**src/rtl/ara_inval_queue_pkg.sv**
```systemverilog
// ara_inval_queue_pkg: shared constants and helpers for the Ara -> CVA6 invalidation queue.
//   - Default parameter values for the queue.
//   - line_offset_bits(): number of byte-offset bits inside one L1 D-cache line.
package ara_inval_queue_pkg;

  localparam int unsigned DefaultDepth       = 4;
  localparam int unsigned DefaultAddrWidth   = 64;
  localparam int unsigned DefaultL1LineWidth = 16;
  localparam int unsigned DefaultCntWidth    = 16;

  // A one-byte line has no offset bits; otherwise log2 of the line size.
  function automatic int unsigned line_offset_bits(input int unsigned line_bytes);
    return (line_bytes > 1) ? $clog2(line_bytes) : 0;
  endfunction

endpackage

```
**src/rtl/ara_inval_match.sv**
```systemverilog
// ara_inval_match: line-address CAM over the invalidation queue entries.
//   entries_i   : stored line addresses, one per slot
//   valid_i     : per-slot valid mask
//   head_i      : slot index of the current head
//   head_pop_i  : head is being popped this cycle
//   addr_i      : incoming line-aligned address
//   hit_o       : addr_i matches a valid slot, excluding a head popped this cycle
module ara_inval_match #(
  parameter int unsigned Depth     = 4,
  parameter int unsigned AddrWidth = 64,
  localparam int unsigned PtrWidth = $clog2(Depth)
) (
  input  logic [Depth-1:0][AddrWidth-1:0] entries_i,
  input  logic [Depth-1:0]                valid_i,
  input  logic [PtrWidth-1:0]             head_i,
  input  logic                            head_pop_i,
  input  logic [AddrWidth-1:0]            addr_i,
  output logic                            hit_o
);

  logic [Depth-1:0] w_slot_hit;

  always_comb begin
    w_slot_hit = '0;
    for (int i = 0; i < Depth; i++) begin
      // A head leaving this cycle must not absorb a new request for the same
      // line, or a write landing after the pop would go un-invalidated.
      w_slot_hit[i] = valid_i[i] && (entries_i[i] == addr_i) &&
                      !(head_pop_i && (head_i == PtrWidth'(i)));
    end
  end

  assign hit_o = |w_slot_hit;

endmodule

```
**src/rtl/ara_inval_queue.sv**
```systemverilog
// ara_inval_queue: decoupling/coalescing FIFO between Ara's AXI invalidation
// filter and CVA6's L1 D-cache invalidation port.
//   clk_i, rst_ni              : clock, async active-low reset
//   en_i                       : coherence enable; when low, requests are accepted and discarded
//   inval_addr_i/valid_i/ready_o : request side from the filter (ready = !full)
//   inval_addr_o/valid_o/ready_i : line-aligned invalidation to the core
//   empty_o, pending_o         : occupancy status
//   coalesced_o                : saturating count of dropped duplicate requests
module ara_inval_queue
  import ara_inval_queue_pkg::*;
#(
  parameter int unsigned Depth       = DefaultDepth,
  parameter int unsigned AddrWidth   = DefaultAddrWidth,
  parameter int unsigned L1LineWidth = DefaultL1LineWidth,
  parameter int unsigned CntWidth    = DefaultCntWidth
) (
  input  logic                     clk_i,
  input  logic                     rst_ni,
  input  logic                     en_i,
  input  logic [AddrWidth-1:0]     inval_addr_i,
  input  logic                     inval_valid_i,
  output logic                     inval_ready_o,
  output logic [AddrWidth-1:0]     inval_addr_o,
  output logic                     inval_valid_o,
  input  logic                     inval_ready_i,
  output logic                     empty_o,
  output logic [$clog2(Depth):0]   pending_o,
  output logic [CntWidth-1:0]      coalesced_o
);

  localparam int unsigned PtrWidth   = $clog2(Depth);
  localparam int unsigned LineOffset = line_offset_bits(L1LineWidth);
  localparam logic [AddrWidth-1:0] LineMask = {AddrWidth{1'b1}} << LineOffset;

  logic [Depth-1:0][AddrWidth-1:0] r_mem;
  logic [Depth-1:0]                r_valid;
  logic [PtrWidth-1:0]             r_wptr;
  logic [PtrWidth-1:0]             r_rptr;
  logic [PtrWidth:0]               r_count;
  logic [CntWidth-1:0]             r_coalesced;

  logic                 w_full;
  logic                 w_empty;
  logic [AddrWidth-1:0] w_line;
  logic                 w_accept;
  logic                 w_pop;
  logic                 w_hit;
  logic                 w_push;
  logic                 w_drop;

  assign w_full   = (r_count == (PtrWidth + 1)'(Depth));
  assign w_empty  = (r_count == '0);
  assign w_line   = inval_addr_i & LineMask;
  assign w_accept = inval_valid_i && !w_full;
  assign w_pop    = !w_empty && inval_ready_i;
  // With coherence disabled the request is still consumed so the filter never stalls.
  assign w_push   = w_accept && en_i && !w_hit;
  assign w_drop   = w_accept && en_i && w_hit;

  ara_inval_match #(
    .Depth     (Depth),
    .AddrWidth (AddrWidth)
  ) u_match (
    .entries_i  (r_mem),
    .valid_i    (r_valid),
    .head_i     (r_rptr),
    .head_pop_i (w_pop),
    .addr_i     (w_line),
    .hit_o      (w_hit)
  );

  always_ff @(posedge clk_i or negedge rst_ni) begin
    if (!rst_ni) begin
      r_mem       <= '0;
      r_valid     <= '0;
      r_wptr      <= '0;
      r_rptr      <= '0;
      r_count     <= '0;
      r_coalesced <= '0;
    end else begin
      // Push never targets the popped slot: ready is low whenever wptr == rptr with entries.
      if (w_pop) begin
        r_valid[r_rptr] <= 1'b0;
        r_rptr          <= r_rptr + PtrWidth'(1);
      end
      if (w_push) begin
        r_mem[r_wptr]   <= w_line;
        r_valid[r_wptr] <= 1'b1;
        r_wptr          <= r_wptr + PtrWidth'(1);
      end
      if (w_push && !w_pop) begin
        r_count <= r_count + (PtrWidth + 1)'(1);
      end else if (!w_push && w_pop) begin
        r_count <= r_count - (PtrWidth + 1)'(1);
      end
      if (w_drop && (r_coalesced != '1)) begin
        r_coalesced <= r_coalesced + CntWidth'(1);
      end
    end
  end

  assign inval_ready_o = !w_full;
  assign inval_valid_o = !w_empty;
  assign inval_addr_o  = r_mem[r_rptr];
  assign empty_o       = w_empty;
  assign pending_o     = r_count;
  assign coalesced_o   = r_coalesced;

endmodule

```
**config.mk**
```make
export PLATFORM = sky130hd
export DESIGN_NAME = ara_inval_queue
export DESIGN_NICKNAME = d
export VERILOG_FILES = /design/src/rtl/ara_inval_queue_pkg.sv /design/src/rtl/ara_inval_match.sv /design/src/rtl/ara_inval_queue.sv
export SDC_FILE = /design/constraint.sdc
export NUM_CORES = 1
export LEC_CHECK = 0
export CAP_MARGIN = 15
export CORE_MARGIN = 5
export CORE_UTILIZATION = 55
export DETAILED_ROUTE_END_ITERATION = 7
export GPL_TIMING_DRIVEN = 0
export PLACE_DENSITY = 0.77
export SLEW_MARGIN = 20
export SYNTH_ARGS = -nofsm -noshare
export SYNTH_HDL_FRONTEND = slang
export SYNTH_SLANG_ARGS = --single-unit
```
**constraint.sdc**
```tcl
create_clock -name clk_i -period 4.8 [get_ports clk_i]
set_input_delay 0.96 -clock clk_i [delete_from_list [all_inputs] [get_ports clk_i]]
set_output_delay 0.96 -clock clk_i [all_outputs]
set_load 0.005 [all_outputs]
```
==> metrics.txt, run 1 <==
status=finished clean; Power Total=12.8 mW; latest clock arrival within the worst-skew pair=550 ps; Die Span Y=between 150 and 200 um; post-synthesis cell count=1,110; CTS tree=yes; Yosys cell types=35; WL final=42,800 um; synth cell count leaders=dfrtp_1, xnor2_1, mux2_2; met2 wire len=19,800 um; Total GRT Usage=27.2%; Data required, critical path=approximately 5200 ps; final core utilization=64.4%; Hold Vio Cnt, Final=0; grt ovf=0; setup TNS=0 ps; Filler cells=2,078; via count=9,775; Syn. warnings=0; initial antenna violation count=2; Port Buffers=86; width of the die=177 um; vias in the first global route=10,010; MaxCap Viol Count=0; Num CTS Buffers=30; #FFs+latches synth=approximately 270; Pre-antenna DRT Iters=5; hold-fix buffers at CTS=0; Ports=approximately 160; H-tree depth=1; clock root cell=clkbuf_16; worst IR drop on VDD=0.448 mV; # clock sinks=roughly 270; area added between synthesis and finish=16.0%; initial DRC count=895; Final period util=about nine tenths; M1 WL=between 15,000 and 20,000 um; row count=61; core area=27,600 um^2; routed length per instance=26.2 um; cell with the most instances after synthesis=dfrtp_1; ys async rst share=100%; hpwl dp=about 31,000 um; fin cells=1,634; Max FO, Critical Path=10; initial core utilization=55.5%; Routed Antenna Nets=0; Nets=about 1,300; clk_skew=12.2 ps; CP Buf/Inv Count=5; largest net degree at the start of global routing=between 70 and 80; top routing layer used=met5; Hold Crit Class=in2async; fmax=0.227 GHz; Crit Path Class=reg2reg; Die ar.=31,300 um^2; relative slew slack=30.5%; Tmin final=4410 ps; Slew @ Worst Pin=roughly 1000 ps; cell family with most CP delay=buffers and inverters; layout cell share with drive strength beyond 1=roughly a third; DRC=0; Setup Buffers After CTS=0; RSZ-0062 raised after global routing=false; GPL Wtd Cong=0.934; Setup crit start kind=flop; Post-synth EDFFs=0; global-route wire length before repair=63,900 um; cts repair resizes=0; metal3 WL=3090 um; DR vias/cell=5.98; Avg Cell Area, Syn=13.8 um^2; Pleak=around 7.4 nW; Cells after DPL=1,580; clk slew on worst S/H paths=60 ps; worst path arrival time=4840 ps; top post-synthesis cells by area=dfrtp_1, mux2_4, mux2_2; crit-path cells=clkbuf_1 > buf_1 > inv_1 > ha_1 > nand2_1 > nand4_1 > nor4_1 > a2bb2oi_1 > o221a_2 > buf_6 > and2_1 > ha_1 > inv_1 > fa_1 > mux2_2; CP peak stage delay=820 ps; Post-Syn Area=between 15,000 and 20,000 um^2; Yosys top cell by area=dfrtp_1; PwrDens=720 nW/um^2; R2R setup slack=390 ps; CTS max path bufs=3; Synth Flop Type=dfrtp_1; Worst setup EP type=flop; share of the synthesized area in the top cell type=between 40 and 50%; slowest CP cell=buf_1; Pins Over Slew Limit=0; Final setup viols=0; register area share after synthesis=43.6%
## per-layer routing
| metal | track usage (%) | up-vias |
|---|---|---|
| met5 | 0 | - |
| met4 | 9.06 | 2 |
| met3 | 5.30 | 92 |
| met2 | 42.6 | 402 |
| met1 | 38.6 | 5099 |
| li1 | - | 4180 |
## kinds of logic after synthesis
family,Yosys count,share of synthesized area [%]
AO/OA/AOI/OAI,9,0.449
XOR/XNOR,258,14.7
adder cells (fa/ha/maj),11,0.946
buffers and inverters,119,5.26
flip-flops,267,43.6
multiplexers,304,29.6
other,1,0.0244
AND/OR/NAND/NOR,141,5.42
## layout by cell type (no fill, tap or decap), types with 3 or more instances in the layout
cell,n
buf_4,7
conb_1,4
nand2_1,12
mux2_4,118
xnor2_1,160
clkbuf_1,30
and3_1,7
buf_1,6
clkinv_2,5
nand3_1,8
xor2_1,98
a21o_1,4
buf_12,14
clkdlybuf4s50_1,85
clkbuf_8,7
nor3_1,12
buf_16,3
bufinv_16,3
buf_2,55
inv_1,7
dfrtp_1,267
mux2_2,126
mux4_2,60
buf_6,5
nor2_1,9
nand4_1,55
ha_1,10
clkbuf_16,31
nor4_1,28
## final cells by class
class | instances | area [um^2] | area share [%]
antenna | 1 | 2.50 | 0.0141
buffer | 112 | 781 | 4.39
clock buffer | 43 | 891 | 5.01
clock inverter | 10 | 130 | 0.731
inverter | 7 | 26.3 | 0.148
multi-input combinational | 727 | 7860 | 44.2
sequential | 267 | 6680 | 37.5
tap | 378 | 473 | 2.66
timing repair buffer | 89 | 948 | 5.33
## state kept, by name, indices dropped and copies added (netlist names)
register     count
pending_o        3
r_mem          240
r_valid          4
coalesced_o     16
r_wptr           2
r_rptr           2
## worst register-to-register path, stage by stage (launching register included)
cell and delay [ps]:
dfrtp_1 380, clkbuf_1 410, buf_1 830, inv_1 230
ha_1 270, nand2_1 100, nand4_1 100, nor4_1 380
a2bb2oi_1 100, o221a_2 190, buf_6 160, and2_1 190
ha_1 230, inv_1 80, fa_1 410, mux2_2 260
## metrics by stage
stage                     setup slack (ps)  hold slack [ps]  cell area, um^2
after floorplan                       1310              449            15400
after global placement               -9080              460            16700
after detailed placement               414              470            16800
after CTS                              387              377            17800
after global routing                   110              393            17800
final                                  389              349            17800
## power by group
group          switching (mW)  internal (mW)  leakage, nW
Combinational            2.45           3.61         3.60
Sequential               1.06           3.32         3.25
Clock                   0.934           1.44        0.501
## final timing paths
| kind | startpoint | to | depth (start not counted) |
|---|---|---|---|
| worst max-delay path | r_rptr[0]$_DFFE_PN0P_ | pending_o[1]$_DFFE_PN0P_ | 15 |
| worst min-delay path | rst_ni | r_mem[52]$_DFFE_PN0P_ | 1 |
| worst max register to register | r_rptr[0]$_DFFE_PN0P_ | pending_o[1]$_DFFE_PN0P_ | 15 |
| worst min register to register | coalesced_o[5]$_DFFE_PN0P_ | coalesced_o[5]$_DFFE_PN0P_ | 1 |
| max in group asynchronous | rst_ni | r_mem[6]$_DFFE_PN0P_ | 3 |
| min in group clk_i | coalesced_o[5]$_DFFE_PN0P_ | coalesced_o[5]$_DFFE_PN0P_ | 1 |
Power figures use the tool's default switching activity.
==> run 2: changes to the inputs <==
==> constraint.sdc (replaced) <==
create_clock -name clk_i -period 4.4 [get_ports clk_i]
set_input_delay 0.88 -clock clk_i [delete_from_list [all_inputs] [get_ports clk_i]]
set_output_delay 0.88 -clock clk_i [all_outputs]
set_load 0.005 [all_outputs]
==> metrics.txt, run 2 (synthesis gave the netlist of run 1 again) <==
vias in the first global route=10,010 (unchanged); final core utilization=64.4% (about the same); Setup Buffers After CTS=0 (unchanged); MaxCap Viol Count=0 (unchanged); PwrDens=786 nW/um^2 (+9.2%); Hold Vio Cnt, Final=0 (unchanged); Total GRT Usage=27.3% (about the same); most frequent cells in the layout=dfrtp_1, xnor2_1, mux2_2; Hold Crit Class=in2async; max reg flops=240 (unchanged); Data required, critical path=3520 ps (-1710 ps); largest net degree at the start of global routing=75 (unchanged); Setup crit start kind=flop; Die ar.=31,300 um^2 (unchanged); core area=27,600 um^2 (unchanged); fmax=approximately 0.24 GHz; Pre-antenna DRT Iters=5 (unchanged); post-route setup slack=241 ps (-149 ps); Pins Over Slew Limit=0 (unchanged); post-route cell area=17,800 um^2 (about the same); Worst setup EP type=output pin; Final setup viols=0 (unchanged); Crit Path Class=reg2out; # clock sinks=267 (unchanged); worst path arrival time=3280 ps (-1560 ps); clk_skew=12.4 ps (+0.133 ps); WL final=42,800 um (+0.14%); worst IR drop on VDD=0.491 mV (+9.5%); initial antenna violation count=2 (unchanged); relative slew slack=34.9% (+4.5 points); hpwl dp=31,400 um (unchanged); area added between synthesis and finish=16.0% (about the same); layout cell share with drive strength beyond 1=35.4% (+0.080 points); Pleak=7.36 nW (about the same); Power Total=14.0 mW (+9.2%); RSZ-0062 raised after global routing=false; Max FO, Critical Path=10 (unchanged); H-tree depth=1 (unchanged); Nets=1,314 (unchanged); latest clock arrival within the worst-skew pair=550 ps (about the same); Port Buffers=86 (unchanged); hold-fix buffers at CTS=0 (unchanged); Biggest register=r_mem; CTS max path bufs=3 (unchanged); global-route wire length before repair=63,900 um (about the same); grt ovf=0 (unchanged); initial DRC count=862 (-3.7%); worst r2r src=r_rptr[0]$_DFFE_PN0P_; DP Area=16,800 um^2 (unchanged); via count=9,754 (-0.21%); CTS tree=yes; setup TNS=0 ps (unchanged); row count=61 (unchanged); most common cell after layout, fill and taps aside=dfrtp_1; DR vias/cell=5.97 (-0.21%); Final period util=94.5%; Routed Antenna Nets=0 (unchanged); Tmin final=4160 ps; Slew @ Worst Pin=976 ps (-67.0 ps); pre-CTS setup slack=14.5 ps (-400 ps); initial core utilization=55.5% (unchanged); fin cells=1,634 (unchanged); width of the die=177 um (unchanged); WHS=271 ps (-78.0 ps); Die Span Y=177 um (unchanged); DRC=0 (unchanged); clock root cell=clkbuf_16; clk slew on worst S/H paths=60 ps (about the same); Cells after DPL=1,580 (unchanged); Ports=155 (unchanged); routed length per instance=26.2 um (+0.14%); status=finished clean; Setup crit start=r_rptr[0]$_DFFE_PN0P_; GPL Wtd Cong=0.934 (unchanged); Num CTS Buffers=30 (unchanged)
-- run 2: report_power, final --
part	leakage [nW]	switching (mW)	internal [mW]
combinational	3.61	2.68	3.94
sequential	3.25	1.16	3.63
clock	0.501	1.02	1.57
-- run 2: layer usage --
metal  GRT usage (%)  wire (um)  vias up
li1                -          -     4173
met4            9.06       1640        2
met5               0         13        -
met2            42.6      19900      404
met3            5.30       3240       83
met1            38.6      18000     5092
-- run 2: repair_timing --
action / 4_1_cts / 5_1_grt
gates cloned: 0 / 0
setup endpoints to repair: 1 / 3
gates resized for setup: 1 / 1
-- run 2: worst max-delay path: stages (launching register included) --
cell and delay (ps):
dfrtp_1 390, clkbuf_1 410, buf_1 790, mux4_2 650, clkdlybuf4s50_1 490
-- run 2: layout make-up --
cell class                 instances  area (um^2)
inverter                           7         26.3
sequential                       267         6680
clock inverter                    10          130
fill                            2076         9830
antenna                            1         2.50
clock buffer                      43          891
tap                              378          473
timing repair buffer              89          948
buffer                           112          782
multi-input combinational        727         7860
-- run 2: path summary, 6_finish.rpt --
path | endpoint | slack [ps] | depth (start not counted)
max in group asynchronous | r_mem[6]$_DFFE_PN0P_ | 3040 | 3
worst min register to register | coalesced_o[5]$_DFFE_PN0P_ | 480 | 1
min in group clk_i | coalesced_o[5]$_DFFE_PN0P_ | 480 | 1
worst max register to register | pending_o[1]$_DFFE_PN0P_ | 380 | 15
worst min-delay path | r_mem[52]$_DFFE_PN0P_ | 270 | 1
worst max-delay path | inval_addr_o[9] | 240 | 4
==> run 3: changes to the inputs <==
--- a/config.mk
+++ b/config.mk
@@ -5,9 +5,9 @@
 export SDC_FILE = /design/constraint.sdc
 export NUM_CORES = 1
 export LEC_CHECK = 0
-export CAP_MARGIN = 15
 export CORE_MARGIN = 5
 export CORE_UTILIZATION = 55
+export CTS_CLUSTER_SIZE = 20
 export DETAILED_ROUTE_END_ITERATION = 7
 export GPL_TIMING_DRIVEN = 0
 export PLACE_DENSITY = 0.77
==> results of run 3 <==
Final layout, timing and power as in run 2 (identical DEF).
